**src/rtl/mdu_sequencer_pkg.sv**
```systemverilog
// mdu_sequencer_pkg: shared types and constants for the RV32M multiply/divide sequencer
package mdu_sequencer_pkg;
   typedef enum logic [2:0] {MUL, MULH, MULHSU, MULHU, DIV, DIVU, REM, REMU} mdu_op_type;
   typedef enum logic [1:0] {IDLE, BUSY, DONE} mdu_state_type;
   localparam int MDU_ITERATIONS = 32;
endpackage

```
**src/rtl/mdu_sign_fix.sv**
```systemverilog
// mdu_sign_fix: conditional two's complement negate, used for operand magnitudes and result sign correction
module mdu_sign_fix #(parameter int W = 32) (
   input  logic [W-1:0] value,
   input  logic         negate,
   output logic [W-1:0] fixed
);
   assign fixed = negate ? -value : value;
endmodule

```
**src/rtl/mdu_sequencer.sv**
```systemverilog
// mdu_sequencer: iterative 32-step shift-add multiply / restoring divide for RV32M in the execute stage
import mdu_sequencer_pkg::*;
module mdu_sequencer #(parameter int WIDTH = 32) (
   input  logic             clk,
   input  logic             rst,
   input  logic             start,
   input  logic [2:0]       op,
   input  logic [WIDTH-1:0] left_operand,
   input  logic [WIDTH-1:0] right_operand,
   input  logic             flush,
   output logic             stall,
   output logic             busy,
   output logic             result_valid,
   output logic [WIDTH-1:0] result
);
   mdu_state_type state, state_nxt;
   mdu_op_type op_i, op_q;
   logic [5:0] cnt;
   logic [2*WIDTH-1:0] acc, acc_nxt, prod_fix;
   logic [WIDTH-1:0] opd, a_mag, b_mag, quo_fix, rem_fix, special_val, final_val;
   logic [WIDTH:0] sum, part, diff;
   logic neg_res, neg_a, sa, sb, is_div, div_zero, ovf, special, accept, finish;
   assign op_i = mdu_op_type'(op);
   assign is_div = op[2];
   assign sa = (op_i == MULH) || (op_i == MULHSU) || (is_div && !op[0]);
   assign sb = (op_i == MULH) || (is_div && !op[0]);
   mdu_sign_fix #(WIDTH) u_a_mag (.value(left_operand), .negate(sa && left_operand[WIDTH-1]), .fixed(a_mag));
   mdu_sign_fix #(WIDTH) u_b_mag (.value(right_operand), .negate(sb && right_operand[WIDTH-1]), .fixed(b_mag));
   // divide by zero and signed overflow bypass the loop with a preloaded result
   assign div_zero = is_div && (right_operand == '0);
   assign ovf = is_div && !op[0] && (left_operand == {1'b1, {(WIDTH-1){1'b0}}}) && (&right_operand);
   assign special = div_zero || ovf;
   assign special_val = div_zero ? (op[1] ? left_operand : '1) : (op[1] ? '0 : left_operand);
   assign accept = (state == IDLE) && start && !flush;
   assign finish = (state == BUSY) && (cnt == 6'd1) && !flush;
   always_ff @(posedge clk or posedge rst)
      if (rst) state <= IDLE;
      else state <= state_nxt;
   always_comb begin
      state_nxt = IDLE;
      if (!flush)
         state_nxt = (state == IDLE) ? (start ? (special ? DONE : BUSY) : IDLE) :
                     (state == BUSY) ? ((cnt == 6'd1) ? DONE : BUSY) : IDLE;
   end
   always_comb begin
      stall = !rst && (accept || (state == BUSY));
      busy = state != IDLE;
   end
   // one iteration per cycle; the divide step carries the bit shifted out of the remainder
   always_comb begin
      sum = {1'b0, acc[2*WIDTH-1:WIDTH]} + (acc[0] ? {1'b0, opd} : '0);
      part = acc[2*WIDTH-1:WIDTH-1];
      diff = part - {1'b0, opd};
      acc_nxt = op_q[2] ? (diff[WIDTH] ? {part[WIDTH-1:0], acc[WIDTH-2:0], 1'b0}
                                       : {diff[WIDTH-1:0], acc[WIDTH-2:0], 1'b1})
                        : {sum, acc[WIDTH-1:1]};
   end
   mdu_sign_fix #(2*WIDTH) u_prod_fix (.value(acc_nxt), .negate(neg_res), .fixed(prod_fix));
   mdu_sign_fix #(WIDTH) u_quo_fix (.value(acc_nxt[WIDTH-1:0]), .negate(neg_res), .fixed(quo_fix));
   mdu_sign_fix #(WIDTH) u_rem_fix (.value(acc_nxt[2*WIDTH-1:WIDTH]), .negate(neg_a), .fixed(rem_fix));
   assign final_val = op_q[2] ? (op_q[1] ? rem_fix : quo_fix)
                              : ((op_q == MUL) ? prod_fix[WIDTH-1:0] : prod_fix[2*WIDTH-1:WIDTH]);
   always_ff @(posedge clk or posedge rst)
      if (rst) begin
         cnt <= '0;
         acc <= '0;
         opd <= '0;
         op_q <= MUL;
         neg_res <= 1'b0;
         neg_a <= 1'b0;
         result <= '0;
         result_valid <= 1'b0;
      end else begin
         result_valid <= state_nxt == DONE;
         if (accept) begin
            op_q <= op_i;
            opd <= is_div ? b_mag : a_mag;
            acc <= {{WIDTH{1'b0}}, is_div ? a_mag : b_mag};
            cnt <= 6'(MDU_ITERATIONS);
            neg_res <= (sa && left_operand[WIDTH-1]) ^ (sb && right_operand[WIDTH-1]);
            neg_a <= sa && left_operand[WIDTH-1];
            if (special) result <= special_val;
         end else if (state == BUSY) begin
            acc <= acc_nxt;
            cnt <= cnt - 6'd1;
            if (finish) result <= final_val;
         end
      end
endmodule

```
**config.mk**
```make
export PLATFORM = sky130hd
export DESIGN_NAME = mdu_sequencer
export DESIGN_NICKNAME = d
export VERILOG_FILES = /design/src/rtl/mdu_sequencer_pkg.sv /design/src/rtl/mdu_sign_fix.sv /design/src/rtl/mdu_sequencer.sv
export SDC_FILE = /design/constraint.sdc
export NUM_CORES = 1
export LEC_CHECK = 0
export CAP_MARGIN = 15
export CORE_MARGIN = 5
export CORE_UTILIZATION = 55
export CTS_BUF_LIST = sky130_fd_sc_hd__clkbuf_2
export CTS_CLUSTER_SIZE = 30
export DETAILED_ROUTE_END_ITERATION = 6
export PLACE_DENSITY = 0.75
export SETUP_SLACK_MARGIN = 0.02
export SYNTH_ARGS = -nofsm -noshare
export SYNTH_HDL_FRONTEND = slang
export SYNTH_SLANG_ARGS = --single-unit
```
**constraint.sdc**
```tcl
create_clock -name clk -period 6.7 [get_ports clk]
set_input_delay 1.34 -clock clk [delete_from_list [all_inputs] [get_ports clk]]
set_output_delay 1.34 -clock clk [all_outputs]
set_load 0.05 [all_outputs]
```
==> results of run 1 <==
cell families (layout without fill, tap and decap cells):
family,count (synthesis),in the layout,synth area share (%)
and+or+nand+nor,911,911,25.62
muxes,57,57,3.503
buffers and inverters,226,256,5.386
adders and majority gates,73,73,5.566
xor gates and xnor gates,172,172,9.032
other,0,1,0
AOI/OAI and AO/OA,777,777,29.59
DFF,142,142,21.31
path summary, 6_finish.rpt:
kind | start | end | slack [ps] | cells after the start
max | acc[54] | result[10] | 830 | 18
min in group asynchronous | rst | opd[6] | 1010 | 2
max reg2reg | acc[54] | result[10] | 830 | 18
min reg2reg | result[1] | result[1] | 510 | 2
max in group asynchronous | rst | opd[12] | 4450 | 3
min | result[1] | result[1] | 510 | 2
worst min-delay path, cell delays in order (launching register included):
cell	delay, ps
dfrtp_1	400
nand2_1	50
nand2_1	50
final cells by class:
| type | count | area (µm²) | share of cell area (%) |
|---|---|---|---|
| Antenna cell | 1 | 2.502 | 0.01372 |
| Clock buffer | 17 | 85.08 | 0.4666 |
| Clock inverter | 15 | 160.2 | 0.8784 |
| Inverter | 74 | 282.8 | 1.551 |
| Multi-Input combinational cell | 1990 | 12260 | 67.25 |
| Sequential cell | 142 | 3557 | 19.51 |
| Tap cell | 390 | 488.0 | 2.676 |
| Timing Repair Buffer | 150 | 1396 | 7.659 |
metrics by stage:
| step | utilization [%] | setup WS (ps) | cells | hold WS [ps] | power, mW |
|---|---|---|---|---|---|
| 2_1_floorplan | - | 1550 | 2358 | 463.2 | 6.255 |
| 3_3_place_gp | 60.36 | 892.6 | 2746 | 460.0 | 8.543 |
| 3_5_place_dp | 60.36 | 839.7 | 2746 | 463.1 | 8.617 |
| 4_1_cts | 61.18 | 1084 | 2778 | 514.8 | 9.200 |
| 5_1_grt | 61.19 | 631.9 | 2779 | 553.5 | 9.954 |
| 6_report | 61.19 | 828.4 | 2779 | 511.1 | 9.516 |
power by group through the flow:
stage	sequential (mW)	combinational, mW	clock [mW]
finish	1.59	7.36	0.566
global route	1.62	7.73	0.602
CTS	1.57	7.07	0.565
detailed placement	1.59	7.03	0
global placement	1.57	6.97	0
floorplan	1.75	4.50	0
routing by layer:
layer,share of wire [%],global-route usage [%]
met5,0.020,0
met4,6.9,22.39
met3,13,11.29
met2,40,57.84
met1,39,55.82
state kept, by name (all words and copies together) (netlist names):
register	count
acc	64
cnt	6
neg_a	1
neg_res	1
op_q	3
opd	32
result	32
result_valid	1
state	2
cells in the final DEF, fill, tap and decap left out, drive strengths merged, types with 14 or more instances in the layout:
cell type and count:
a211oi 24, a21o 24, a21oi 214, a221oi 18
a31oi 32, and2 42, and3 14, buf 46
clkbuf 17, clkdlybuf4s50 104, dfrtp 142, ha 71
inv 82, mux2i 46, nand2 295, nand2b 21
nand3 62, nand4 35, nor2 267, nor3 63
nor4 27, o211ai 58, o21a 18, o21ai 241
o22ai 15, o31ai 27, or2 15, or3 23
xnor2 92, xor2 80
==> impl_metrics.ini, run 1 <==
[worst_hold_path]
hp-class = reg2reg

[synthesis]
avgSynthCellArea_um2 = 7.073
synth-warning-count = 0
synthCells = 2358
synth_area_leader_cell = dfrtp_1
yosysSeqAreaShare_pct = 21.31
async_flop_share_pct = 100.0
ys_top_cells_by_count = 292 x nand2_1, 267 x nor2_1, 237 x o21ai_0
synth_edf_count = 0
yosysTopAreaCellShare_pct = 21.31
ys.flop_type = dfrtp_1
yosysMostFrequentCell = nand2_1
yosys_register_bits = 142
ys_types = 96
yosys-top-cells-area = dfrtp_1 21%, o21ai_0 7.1%, nand2_1 6.6%, a21oi_1 6.3%, nor2_1 6.0%
netlist_area_um2 = 16680
synth_nets = 2502

[critical_path]
crit_top_cell = o21ai_0
worstPathMaxFanout = 12
worst-setup-path-type = reg2reg
endpoint_kind = flop
startpoint_type = flop
max_stage_delay_ps = 590
critPathRequiredTime_ps = 7510
cp_slowest_cell = nand4b_1
crit_family = compound AO/OA/AOI/OAI gates
worstPathCellList = ha_1, a21oi_1, o21ai_0, a22oi_1, nand2_4, a211oi_4, nor3_1, a21oi_1, ha_1, o21ai_0, or3_1, nor2_1, nand4b_1, and3b_1, o31ai_1, a221oi_1, a211oi_1, o21ai_0
crit_buf_inv = 0
cp.arrival_ps = 6680

[floorplan]
die_area_um2 = 33910
row_count = 63
die_w_um = 184.1
start_util_pct = 55.98
ios = 106
core_um2 = 29800
die_h_um = 184.1

[routing]
wl_per_cell_um = 25.39
vias_per_cell = 6.854
drt-total-wl_um = 70560
drt_iter0_drc = 2935
dr.pass1.iters = 7
drc = 4
vias = 19050
drt.antenna.violating_nets = 0

[timing]
hold_viol = 0
finalCritPeriodShare_pct = 87.64
final_max_slew_viol_count = 0
slew_headroom_pct = 15.58
period_needed_ps = 5872
fin_tns_setup_ps = 0
worst_pin_slew_ps = 1255
rsz0062_at_grt = false
skew_ps = 74.67
maxClockFrequency_mhz = 170.3
setup_viol = 0

[finish]
drive_gt1_share_pct = 6.156
fillers = 2844
area_growth_syn_to_layout_pct = 9.317
nets = 2519
stdcell_area_um2 = 18230

[global_routing]
grt_pass1_wl_um = 105600
grt_pass1_vias = 17330
grt_antenna_before_repair = 3
overflow = 0
grt_usage_pct = 40.71
grt_max_degree = 103

[clock_tree]
h-tree-depth = 4
cts_setup_buffers = 0
clkTransAtPathRegs_ps = 290
cts_inserted_buffers = 17
cts_hold_buffers = 0
cts-root-buf = clkbuf_2
cts_buffer_depth = 2
tritoncts = yes
clock_latency_ps = 910
clock-sinks = 142
cts_resized = 0

[outcome]
violations = design-rule violations
status = complete, but fails checks

[power_and_ir_drop]
clockPowerShare_pct = 6.0
intPower_mw = 3.760
p_leak_nw = 7.295
combPwrFrac_pct = 77.3
power_frac_seq_pct = 16.7
p_per_area_nw_per_um2 = 521.9
ir_drop_mv = 0.1959
p_sw_mw = 5.756
switching_share_pct = 60.49

[placed_design]
io_buffer_count = 105
gp_congestion = 1.103
placed_area_um2 = 17980
place_hpwl_um = 54550

[job]
cap_violations = 0
Power figures use the tool's default switching activity.
==> inputs of run 2 (changes only) <==
--- a/config.mk
+++ b/config.mk
@@ -7,11 +7,10 @@
 export LEC_CHECK = 0
 export CAP_MARGIN = 15
 export CORE_MARGIN = 5
-export CORE_UTILIZATION = 55
+export CORE_UTILIZATION = 44
 export CTS_BUF_LIST = sky130_fd_sc_hd__clkbuf_2
 export CTS_CLUSTER_SIZE = 30
 export DETAILED_ROUTE_END_ITERATION = 6
-export PLACE_DENSITY = 0.75
 export SETUP_SLACK_MARGIN = 0.02
 export SYNTH_ARGS = -nofsm -noshare
 export SYNTH_HDL_FRONTEND = slang
==> impl_metrics.ini, run 2 (synthesis gave the netlist of run 1 again) <==
[floorplan]
die_area_um2 = 41900
row_count = 71
ios = 106
die_h_um = 204.7
die_w_um = 204.7
core_um2 = 37580
start_util_pct = 44.38

[critical_path]
worstPathMaxFanout = 17
cp.arrival_ps = 6720
critPathRequiredTime_ps = 7460
worst-setup-path-type = reg2reg
endpoint_kind = flop
startpoint_type = flop

[timing]
skew_ps = 85.71
fin_tns_setup_ps = 0
rsz0062_at_grt = false
maxClockFrequency_mhz = 168.0
slew_headroom_pct = 27.34
setup_viol = 0
final_max_slew_viol_count = 0
fin_ws_ps = 746.4
hold_slack_ps = 521.5
hold_viol = 0
period_needed_ps = 5954
finalCritPeriodShare_pct = 88.86
worst_pin_slew_ps = 1083

[power_and_ir_drop]
p_leak_nw = 7.323
power_frac_seq_pct = 16.5
clockPowerShare_pct = 6.4
ir_drop_mv = 0.1843
intPower_mw = 3.793
switching_share_pct = 60.30
p_per_area_nw_per_um2 = 518.5
combPwrFrac_pct = 77.2
p_sw_mw = 5.762

[clock_tree]
cts_setup_buffers = 0
tritoncts = yes
cts_buffer_depth = 2
h-tree-depth = 4
clkTransAtPathRegs_ps = 290
cts_resized = 0
cts_inserted_buffers = 17
cts-root-buf = clkbuf_2
clock_latency_ps = 930
clock-sinks = 142
cts_hold_buffers = 0

[finish]
regMostFlops = acc
nets = 2525
area_growth_syn_to_layout_pct = 10.48
final_common_cell = nand2_1
top_regs = acc (64), opd (32), result (32)
fillers = 3927
largest_reg_flops = 64
drive_gt1_share_pct = 6.349
most-common-layout-cells = 292 x nand2_1, 266 x nor2_1, 237 x o21ai_0
post-route-util_pct = 49.04

[routing]
dr.pass1.iters = 7
wl_per_cell_um = 25.83
drt.antenna.violating_nets = 0
vias = 18650
vias_per_cell = 6.414
drt_iter0_drc = 1833
drt-total-wl_um = 75080
drc = 0

[global_routing]
overflow = 0
grt_usage_pct = 35.07
grt_use_met3_pct = 6.427
grt_pass1_wl_um = 111000
grt_pass1_vias = 17310
grt_max_degree = 103
top_usage_layer = met2
use_met2_pct = 54.51
grt_antenna_before_repair = 5
met1_usage_pct = 46.84

[placed_design]
place_hpwl_um = 59120
post-place-ws_ps = 994.8
io_buffer_count = 105
gp_congestion = 1.029

[job]
cap_violations = 0

[worst_hold_path]
hp-class = reg2reg

[outcome]
status = completed
## run 2: cell types whose count changed in the layout (fill, tap and decap cells not counted), sizes merged
cell | before | now
diode | 1 | 2
clkinv | 6 | 8
bufinv | 0 | 1
inv | 82 | 79
buf | 46 | 52
## run 2: worst max-delay path: stages, from the launching register on
cell	delay, ps
dfrtp_1	430
inv_1	60
ha_1	220
fa_1	400
nand2b_1	180
a21o_1	260
a31oi_2	280
a31o_2	250
a211o_1	690
nand2_4	320
nand2_1	150
a31oi_1	190
inv_1	190
ha_1	200
o211ai_1	300
or4b_1	740
or2_1	290
nor3_1	270
nor3_1	80
o31ai_1	220
a31oi_1	110
## run 2: per-layer routing
layer  part of all wire (%)  vias up
met5                      0        -
met4                    6.1        0
met3                    8.9      199
met2                     44      935
met1                     41     8894
li1                       -     8617
## run 2: layout make-up
cell class	count	area (µm²)	share of cell area (%)
Multi-Input combinational cell	1990	12250	66.50
Sequential cell	142	3557	19.30
Timing Repair Buffer	156	1429	7.754
Tap cell	511	639.4	3.470
Inverter	74	282.8	1.535
Clock inverter	15	173.9	0.9438
Clock buffer	17	85.08	0.4617
Antenna cell	2	5.005	0.02716
## run 2: per-stage QoR
stage | cells | cell area (µm²) | total power [mW]
after floorplan | 2358 | 16680 | 6.255
after global placement | 2873 | 18160 | 8.700
after detailed placement | 2873 | 18160 | 8.748
after CTS | 2905 | 18420 | 9.369
after global routing | 2907 | 18430 | 10.10
final | 2907 | 18430 | 9.554
## run 2: path summary, 6_finish.rpt
path                            cells past startpoint    endpoint  slack (ps)  startpoint
worst max-delay path                               20  result[24]         750     acc[31]
worst max register to register                     20  result[24]         750     acc[31]
worst min register to register                      2  result[20]         520  result[20]
min in group asynchronous                           2     acc[58]         860         rst
max in group asynchronous                           3     acc[16]        4650         rst
worst min-delay path                                2  result[20]         520  result[20]
## run 2: power groups by stage
| stage | clock network [mW] | logic (mW) | registers (mW) |
|---|---|---|---|
| 3_3_place_gp | 0 | 7.12 | 1.57 |
| 6_report | 0.607 | 7.37 | 1.57 |
| 2_1_floorplan | 0 | 4.50 | 1.75 |
| 3_5_place_dp | 0 | 7.17 | 1.58 |
| 5_1_grt | 0.641 | 7.85 | 1.61 |
| 4_1_cts | 0.609 | 7.20 | 1.56 |
